### src/rtl/exp_1x1_ctrl_pkg.sv
// Shared definitions for the expand 1x1 convolution sequencer.
// Holds FSM encodings, datapath depth constants, kernel word packing
// offsets and a saturating-increment helper.
package exp_1x1_ctrl_pkg;

    typedef enum logic [2:0] {
        ST_IDLE  = 3'd0,
        ST_LOAD  = 3'd1,
        ST_RUN   = 3'd2,
        ST_DRAIN = 3'd3,
        ST_DONE  = 3'd4
    } state_t;

    localparam int EXP_FIFO_DEPTH = 256;
    localparam int EXP_PIPE_LAT   = 4;

    // Kernel word packing: kernel_1 sits in the top byte.
    localparam int K1_LSB = 24;
    localparam int K2_LSB = 16;
    localparam int K3_LSB = 8;
    localparam int K4_LSB = 0;

    function automatic logic [31:0] sat_inc32(input logic [31:0] v);
        return (v == 32'hFFFF_FFFF) ? v : v + 32'd1;
    endfunction

    function automatic logic [7:0] kernel_lane(
        input logic [31:0] word,
        input int          lsb
    );
        return word[lsb +: 8];
    endfunction

endpackage

### src/rtl/exp_1x1_ctrl_addr_gen.sv
// Nested grp/ch/pix beat counters and kernel RAM address for the
// expand 1x1 sequencer.
//
// Ports:
//   clk, rst            clock, synchronous active-high reset
//   clear               zero all counters (new layer)
//   advance             one beat issued this cycle
//   num_pix/ch/grp      latched layer geometry
//   addr                kernel RAM address grp*num_ch + ch
//   last_grp            current beat is the last group of its activation
//   last_beat           current beat is the final beat of the layer
module exp_1x1_ctrl_addr_gen
    import exp_1x1_ctrl_pkg::*;
#(
    parameter int KADDR_W = 10,
    parameter int CNT_W   = 16
) (
    input  logic               clk,
    input  logic               rst,
    input  logic               clear,
    input  logic               advance,
    input  logic [CNT_W-1:0]   num_pix,
    input  logic [CNT_W-1:0]   num_ch,
    input  logic [CNT_W-1:0]   num_grp,
    output logic [KADDR_W-1:0] addr,
    output logic               last_grp,
    output logic               last_beat
);

    logic [CNT_W-1:0] grp;
    logic [CNT_W-1:0] ch;
    logic [CNT_W-1:0] pix;
    logic             last_ch;
    logic             last_pix;

    assign last_grp = (grp == num_grp - CNT_W'(1));
    assign last_ch  = (ch  == num_ch  - CNT_W'(1));
    assign last_pix = (pix == num_pix - CNT_W'(1));

    assign last_beat = last_grp && last_ch && last_pix;

    // Low bits of a product only depend on low bits of the operands,
    // so truncating first gives the same wrapped address.
    assign addr = KADDR_W'(grp) * KADDR_W'(num_ch) + KADDR_W'(ch);

    always_ff @(posedge clk) begin
        if (rst || clear) begin
            grp <= '0;
            ch  <= '0;
            pix <= '0;
        end else if (advance) begin
            if (!last_grp) begin
                grp <= grp + CNT_W'(1);
            end else begin
                grp <= '0;
                if (!last_ch) begin
                    ch <= ch + CNT_W'(1);
                end else begin
                    ch <= '0;
                    if (last_pix) begin
                        pix <= '0;
                    end else begin
                        pix <= pix + CNT_W'(1);
                    end
                end
            end
        end
    end

endmodule

### src/rtl/exp_1x1_ctrl.sv
// Sequencer for the expand 1x1 convolution datapath: pulls activations,
// fetches packed kernel words and issues operand beats throttled by FIFO fill.
//
// Ports:
//   clk_i, rst_i                  clock, synchronous active-high reset
//   start_i, cfg_num_*_i          layer start and geometry (sampled in IDLE)
//   busy_o, done_o                layer in progress / 1-cycle completion pulse
//   layer_valid_i/data_i/ready_o  activation stream handshake
//   kram_addr_o/rd_en_o/data_i    kernel RAM port (1-cycle read latency)
//   conv_start_o                  clears the datapath at layer start
//   conv_layer_data_o             activation operand
//   conv_kernal_data_o            {k1,k2,k3,k4} kernel operands
//   conv_data_flag_o              operand beat valid
//   fifo_count_i                  datapath output FIFO usedw
//   stall_cnt_o                   FIFO-stalled RUN cycles
//                                 (only with EXP1X1_CTRL_STALL_CNT_EN)
module exp_1x1_ctrl
    import exp_1x1_ctrl_pkg::*;
#(
    parameter int KADDR_W     = 10,
    parameter int CNT_W       = 16,
    parameter int FIFO_HI_THR = 248,
    parameter int PIPE_LAT    = EXP_PIPE_LAT
) (
    input  logic               clk_i,
    input  logic               rst_i,
    input  logic               start_i,
    input  logic [CNT_W-1:0]   cfg_num_pix_i,
    input  logic [CNT_W-1:0]   cfg_num_ch_i,
    input  logic [CNT_W-1:0]   cfg_num_grp_i,
    output logic               busy_o,
    output logic               done_o,
    input  logic               layer_valid_i,
    input  logic [7:0]         layer_data_i,
    output logic               layer_ready_o,
    output logic [KADDR_W-1:0] kram_addr_o,
    output logic               kram_rd_en_o,
    input  logic [31:0]        kram_data_i,
    output logic               conv_start_o,
    output logic [7:0]         conv_layer_data_o,
    output logic [31:0]        conv_kernal_data_o,
    output logic               conv_data_flag_o,
    input  logic [7:0]         fifo_count_i
`ifdef EXP1X1_CTRL_STALL_CNT_EN
    ,
    output logic [31:0]        stall_cnt_o
`endif
);

    localparam int THR_W = $clog2(EXP_FIFO_DEPTH) + 1;
    localparam logic [THR_W-1:0] THR = THR_W'(FIFO_HI_THR);
    localparam int DW = $clog2(PIPE_LAT) + 1;

    state_t state;
    state_t state_nxt;

    logic [CNT_W-1:0]   num_pix;
    logic [CNT_W-1:0]   num_ch;
    logic [CNT_W-1:0]   num_grp;
    logic [7:0]         act;
    logic [7:0]         act_s1;
    logic [31:0]        kern_hold;
    logic [DW-1:0]      drain_cnt;
    logic [KADDR_W-1:0] addr;
    logic               last_grp;
    logic               last_beat;
    logic               stall;
    logic               issue;
    logic               start_ok;
    logic               cfg_zero;
    logic               take;

    assign stall    = THR_W'(fifo_count_i) >= THR;
    assign start_ok = (state == ST_IDLE) && start_i;
    assign cfg_zero = (cfg_num_pix_i == '0) ||
                      (cfg_num_ch_i  == '0) ||
                      (cfg_num_grp_i == '0);
    assign take     = layer_valid_i && layer_ready_o;

    exp_1x1_ctrl_addr_gen #(
        .KADDR_W (KADDR_W),
        .CNT_W   (CNT_W)
    ) u_addr_gen (
        .clk       (clk_i),
        .rst       (rst_i),
        .clear     (start_ok),
        .advance   (issue),
        .num_pix   (num_pix),
        .num_ch    (num_ch),
        .num_grp   (num_grp),
        .addr      (addr),
        .last_grp  (last_grp),
        .last_beat (last_beat)
    );

    always_ff @(posedge clk_i) begin
        if (rst_i) begin
            state <= ST_IDLE;
        end else begin
            state <= state_nxt;
        end
    end

    always_comb begin
        state_nxt     = state;
        layer_ready_o = 1'b0;
        issue         = 1'b0;
        unique case (state)
            ST_IDLE: begin
                if (start_i) begin
                    state_nxt = cfg_zero ? ST_DONE : ST_LOAD;
                end
            end
            ST_LOAD: begin
                layer_ready_o = 1'b1;
                if (layer_valid_i) begin
                    state_nxt = ST_RUN;
                end
            end
            ST_RUN: begin
                if (!stall) begin
                    issue = 1'b1;
                    if (last_beat) begin
                        state_nxt = ST_DRAIN;
                    end else if (last_grp) begin
                        // Pull the next activation alongside the last
                        // group so consecutive values run without a gap.
                        layer_ready_o = 1'b1;
                        if (!layer_valid_i) begin
                            state_nxt = ST_LOAD;
                        end
                    end
                end
            end
            ST_DRAIN: begin
                if (drain_cnt == DW'(PIPE_LAT - 1)) begin
                    state_nxt = ST_DONE;
                end
            end
            ST_DONE: begin
                state_nxt = ST_IDLE;
            end
            default: begin
                state_nxt = ST_IDLE;
            end
        endcase
    end

    always_ff @(posedge clk_i) begin
        if (rst_i) begin
            num_pix           <= '0;
            num_ch            <= '0;
            num_grp           <= '0;
            busy_o            <= 1'b0;
            done_o            <= 1'b0;
            conv_start_o      <= 1'b0;
            act               <= '0;
            act_s1            <= '0;
            drain_cnt         <= '0;
            kram_rd_en_o      <= 1'b0;
            kram_addr_o       <= '0;
            conv_data_flag_o  <= 1'b0;
            conv_layer_data_o <= '0;
            kern_hold         <= '0;
        end else begin
            conv_start_o <= start_ok;
            if (start_ok) begin
                num_pix <= cfg_num_pix_i;
                num_ch  <= cfg_num_ch_i;
                num_grp <= cfg_num_grp_i;
                busy_o  <= 1'b1;
            end
            if (state == ST_DONE) begin
                done_o <= 1'b1;
                busy_o <= 1'b0;
            end else begin
                done_o <= 1'b0;
            end
            if (take) begin
                act <= layer_data_i;
            end
            if (state == ST_DRAIN) begin
                drain_cnt <= drain_cnt + DW'(1);
            end else begin
                drain_cnt <= '0;
            end
            // Stage 1: RAM read issue; activation travels with it.
            kram_rd_en_o <= issue;
            if (issue) begin
                kram_addr_o <= addr;
                act_s1      <= act;
            end
            // Stage 2: flag lines up with RAM read data.
            conv_data_flag_o <= kram_rd_en_o;
            if (kram_rd_en_o) begin
                conv_layer_data_o <= act_s1;
            end
            if (conv_data_flag_o) begin
                kern_hold <= kram_data_i;
            end
        end
    end

    // RAM output is already registered; pass it through on a beat and
    // hold the last beat's word otherwise.
    assign conv_kernal_data_o = conv_data_flag_o ? kram_data_i : kern_hold;

`ifdef EXP1X1_CTRL_STALL_CNT_EN
    always_ff @(posedge clk_i) begin
        if (rst_i || start_ok) begin
            stall_cnt_o <= '0;
        end else if ((state == ST_RUN) && stall) begin
            stall_cnt_o <= sat_inc32(stall_cnt_o);
        end
    end
`endif

endmodule

### config.mk
export PLATFORM = sky130hd
export DESIGN_NAME = exp_1x1_ctrl
export DESIGN_NICKNAME = d
export VERILOG_FILES = /design/src/rtl/exp_1x1_ctrl_pkg.sv /design/src/rtl/exp_1x1_ctrl_addr_gen.sv /design/src/rtl/exp_1x1_ctrl.sv
export SDC_FILE = /design/constraint.sdc
export NUM_CORES = 1
export LEC_CHECK = 0
export ABC_AREA = 1
export BUFFER_PORTS_ARGS = -buffer_cell sky130_fd_sc_hd__buf_2
export CAP_MARGIN = 20
export CELL_PAD_IN_SITES_DETAIL_PLACEMENT = 1
export CELL_PAD_IN_SITES_GLOBAL_PLACEMENT = 1
export CORE_ASPECT_RATIO = 1.75
export CORE_MARGIN = 2
export CORE_UTILIZATION = 45
export CTS_CLUSTER_DIAMETER = 100
export CTS_CLUSTER_SIZE = 28
export DETAILED_ROUTE_END_ITERATION = 12
export GPL_TIMING_DRIVEN = 1
export HOLD_SLACK_MARGIN = 0.02
export PLACE_DENSITY = 0.86
export SLEW_MARGIN = 5
export SYNTH_ARGS = -nofsm -noshare
export SYNTH_HDL_FRONTEND = slang
export SYNTH_SLANG_ARGS = --single-unit
### constraint.sdc
create_clock -name clk_i -period 9.45 [get_ports clk_i]
set_input_delay 1.89 -clock clk_i [delete_from_list [all_inputs] [get_ports clk_i]]
set_output_delay 1.89 -clock clk_i [all_outputs]
set_load 0.02 [all_outputs]
# Word-level counts from Yosys, hierarchy flattened
# Index checks and enable logic that the tools add are counted.
# word_totals
inputBits	100
wordCells	79
out_inout_bits	56
ff_bits	173
# op_classes
bitwise_logic	1
add_sub_neg	8
n_reduce_logical	16
eq_ne	14
multipliers	1
n_lt_le_gt_ge	1
n_mux	20
# op_table
operator	count
16-bit by 1-bit adder with 16-bit output (second input constant)	3
16-bit == test	3
16-bit logical NOT	3
16-bit 2-to-1 mux	3
16-bit by 1-bit subtractor with 16-bit output (second input constant)	3
32-bit 2-to-1 mux	1
3-bit 2-to-1 mux	8
3-bit one-hot mux with 4 select lines	1
10-bit adder	1
10-bit by 10-bit multiplier with 10-bit output	1
3-bit by 2-bit == test with 1-bit output (second input constant)	3
8-bit >= comparator (second input constant)	1
2-bit != test (second input constant)	4
1-bit 2-to-1 mux	6
6-bit AND reduction	1
1-bit logical AND	4
2-bit OR reduction	2
3-bit by 1-bit adder with 3-bit output (second input constant)	1
3-bit by 1-bit == test with 1-bit output (second input constant)	1
3-bit == test (second input constant)	1
3-bit logical NOT	1
1-bit logical OR	3
3-bit by 2-bit != test with 1-bit output (second input constant)	1
3-bit != test (second input constant)	1
4 further kinds	4

# Depth between registers and ports, before layout
# depth
ltp_word	8
mapped_depth	22
ltp_nobuf	21

# Hierarchy
# Synthesis repeated with hierarchy kept, for this count alone.
# hier_totals
cells_unflattened	1739
area_unflattened_um2	11778.8
# by_module_without_submodules
mod	area_per_inst_um2	instances	cells_per_inst	seq_area_each_um2
exp_1x1_ctrl_addr_gen	7048.0	1	1097	960.9
exp_1x1_ctrl	4730.8	1	642	2502.4

# Least setup slack after synthesis
# Ideal clock, no wire load.
# synth_path
path_type	input port to output port
from	input port fifo_count_i[6]
to	output port layer_ready_o
required_time_ns	7.560
cell_stages	7
slack_ns	4.994
n_path_buf	1
arrival_ns	2.566
cell_sequence	nand2_1 > nor2_1 > and3_1 > inv_1 > nand4_2 > nand2_4 > buf_6
# synth_via
elab_chain_len	3
# synth_rtl
item	line_no	rtl
start, declared	exp_1x1_ctrl.sv:43	input logic [7:0] fifo_count_i
8-bit >= comparator	exp_1x1_ctrl.sv:73	assign stall = THR_W'(fifo_count_i) >= THR;
1-bit 2-to-1 mux	exp_1x1_ctrl.sv:121	if (!stall) begin
1-bit one-hot mux with 2 select lines	exp_1x1_ctrl.sv:108	unique case (state)
end, declared	exp_1x1_ctrl.sv:35	output logic layer_ready_o,
# No other way between the ends.

# Final worst setup path
# layout_path
from	input port rst_i
to	register u_addr_gen.grp[10]
# layout_via
elab_chain_len	1
# layout_rtl
item	line_no	rtl
start, declared	exp_1x1_ctrl.sv:26	input logic rst_i,
1-bit logical OR	exp_1x1_ctrl_addr_gen.sv:47	if (rst || clear) begin
end signal, assigned	exp_1x1_ctrl_addr_gen.sv:53	grp <= grp + CNT_W'(1);
end, declared	exp_1x1_ctrl_addr_gen.sv:30	logic [CNT_W-1:0] grp;
# No other way between the ends.
# A chain may end at the register's enable or synchronous reset.

==> results.cfg <==
[power]
power.switching_mw = 1.06
switching_share = 0.403
seqPwrFrac = 0.352
power.density_nw_per_um2 = 212
leakagePower_nw = 6.05
power.internal_mw = 1.58
power.share.clock = 0.290
peakVddDrop_uv = 136
comb_power_share = 0.359

[placed_design]
gp_congestion = 0.859
place_inst = 1973
dpl.hpwl_um = 25100
io_buffers = 152

[routing]
drc = 0
viasPerCell = 5.31
drtPass1Iterations = 4
vias = 10700
drtIter0Drc = 398
wl_per_cell_um = 16.8
drtAntennaViolNets = 0
drt-total-wl_um = 33700

[critical_path]
criticalPathCategory = input port to register
setup.worst_path.end_class = register
required_ns = 9.80
crit_chain = buf_2 > clkinv_1 > nand2_2 > buf_4 > inv_1 > nand2_1 > or2_2 > a21oi_1
crit_start = rst_i
cp_slowest_stage_delay_ns = 0.98
crit_slowest_cell = clkinv_1
timing.rr.start = u_addr_gen.grp[1]$_SDFFE_PP0P_
critical_path_peak_fanout = 61
r2r_slack_ns = 4.64
crit_arrival_ns = 5.83
start_kind = input port

[cts]
clk_pin_slew_ns = 0.07
cts_hold_buf = 0
cts_buffer_depth = 2
clockRootBuffer = clkbuf_16
clock_latency_ns = 0.46
cts_resized = 0
cts_max_level = 4
cts_tree = done
numCtsBuffers = 17
cts_setup_buffers = 0
clock-sinks = 173

[layout]
syn2layout_area_growth_pct = 14.5
drive_above_1_share = 0.137
diodes = 0
nets = 1852
fin_cells = 2007
fillers = 3201

[synthesis]
synth_cells = 1565
yosys.area_share.simple = 0.312
synthAdderAreaFrac = 0.0968
syn_nets = 1731
synthFlopType = dfxtp_1
synth_enable_flop_cells = 0
yosysWarnings = 0
ys_seq_elements = 173
async_reset_ff_frac = 0
syn-cell-area_um2 = 10900
synth.mux.area_fraction = 0
synth_xor_area_frac = 0.0821
synth.distinct_cells = 43
synth-compound-area-share = 0.0912
ys_seq_area_frac = 0.319
syn-mean-instance-area_um2 = 6.94
synth_top_family_by_area = simple AND/OR/NAND/NOR gates

[die]
die_w_um = 121
num_rows = 75
initial_utilization = 0.455
io_pins = 156
coreArea_um2 = 23800
dieArea_um2 = 25400
die_y_um = 209

[worst_hold_path]
min-delay-start = drain_cnt[0]$_SDFF_PP0_
worstHoldPathType = register to register

[grt]
grt_max_degree = 62
grt_pass1_vias = 11500
track_usage = 0.274
antenna_found_initial = 0
grt.overflow.total = 0
grt_pass1_wl_um = 54900

[run_status]
status = complete, no violations

[timing]
relSlewSlack = 0.361
period_share = 0.581
clock.fmax_mhz = 182
worst_slew_pin_slew_ns = 0.958
final_hold_viol_count = 0
whs_ns = 0.422
maxSlewViolCount = 0
rsz0062_at_grt = false
final-setup-viol-count = 0
clock_skew_ns = 0.0131
setup_tns_ns = 0
fin_crit_ns = 5.49

[flow_run]
max-cap-violations = 0
[layout make-up]
cell class / instances / area, µm² / area share
Clock buffer: 17 / 425 / 0.0342
Clock inverter: 15 / 203 / 0.0163
Inverter: 208 / 786 / 0.0632
Multi-Input combinational cell: 1128 / 6330 / 0.509
Sequential cell: 173 / 3460 / 0.279
Tap cell: 308 / 385 / 0.0310
Timing Repair Buffer: 158 / 836 / 0.0673
[final timing paths]
check,end,cells past startpoint
setup / recovery,u_addr_gen.grp[10]$_SDFFE_PP0P_,8
hold / removal,drain_cnt[0]$_SDFF_PP0_,1
setup reg to reg,kram_addr_o[9]$_SDFFE_PP0P_,18
hold reg to reg,drain_cnt[0]$_SDFF_PP0_,1
[cell usage after synthesis (12+ instances only)]
cell	number	share of area
nand2_1	427	0.15
inv_1	200	0.069
nor2_1	175	0.061
dfxtp_1	173	0.32
a21oi_1	87	0.040
nand3_1	68	0.031
o21ai_0	64	0.030
xor2_1	62	0.050
xnor2_1	37	0.030
ha_1	36	0.041
clkbuf_1	34	0.012
fa_1	30	0.055
nand4_1	27	0.016
nor3_1	22	0.010
a22o_1	18	0.015
nor4_1	18	0.010
nor2_2	12	0.0069
[cell families after synthesis]
family / count (synthesis)
buf+inv: 264
simple gates: 782
fa+ha+maj: 66
compound gates: 180
xor+xnor: 100
flops: 173
[metal layers]
metal | track usage | share of wire | vias up
met2 | 0.536 | 0.56 | 208
li1 | - | - | 5166
met4 | 0.131 | 0.040 | 0
met1 | 0.270 | 0.37 | 5213
met3 | 0.0465 | 0.033 | 65
met5 | 0 | 0 | -
[power by group through the flow]
stage | sequential, mW | combinational (mW) | clock, mW
detailed placement | 0.945 | 0.929 | 0
floorplan | 0.928 | 0.687 | 0
finish | 0.928 | 0.946 | 0.765
CTS | 0.930 | 0.943 | 0.781
global route | 0.940 | 1.06 | 0.816
global placement | 0.941 | 0.891 | 0
[sequential cells by signal, summed over array words and instances, names as in the netlist, 3 cells and up]
signal	cells
kram_addr_o	10
kern_hold	32
u_addr_gen.ch	16
conv_layer_data_o	8
u_addr_gen.pix	16
state	3
num_pix	16
drain_cnt	3
act_s1	8
num_ch	16
u_addr_gen.grp	16
num_grp	16
act	8
[layout by cell type (no fill, tap or decap), types with 6 or more instances in the layout]
master     count
nor4_1        18
nor2_1       173
nand2_1      426
nor3_1        22
o21ai_0       64
xnor2_1       37
nand3_1       68
a22o_1        18
fa_1          30
xor2_1        62
clkbuf_16     18
nor2_4         6
nor2_2        13
dfxtp_1      173
a21oi_1       87
nand4_1       27
nand3b_1       9
inv_1        200
buf_2        152
ha_1          36
[per-stage QoR]
step / total power [mW] / utilization / area (µm²) / worst slack [ns]
5_1_grt: 2.82 / 0.521 / 12400 / 3.54
4_1_cts: 2.65 / 0.520 / 12400 / 3.93
6_report: 2.64 / 0.521 / 12400 / 3.96
3_5_place_dp: 1.87 / 0.493 / 11800 / 3.46
2_1_floorplan: 1.62 / - / 10900 / 4.99
3_3_place_gp: 1.83 / 0.493 / 11800 / 3.47
[worst max-delay path, delay by kind of cell]
| kind | cells | cell delay [ns] |
|---|---|---|
| AOI/OAI and AO/OA | 1 | 0.04 |
| buffers and inverters | 4 | 2.82 |
| and+or+nand+nor | 3 | 1.05 |
Power figures use the tool's default switching activity.
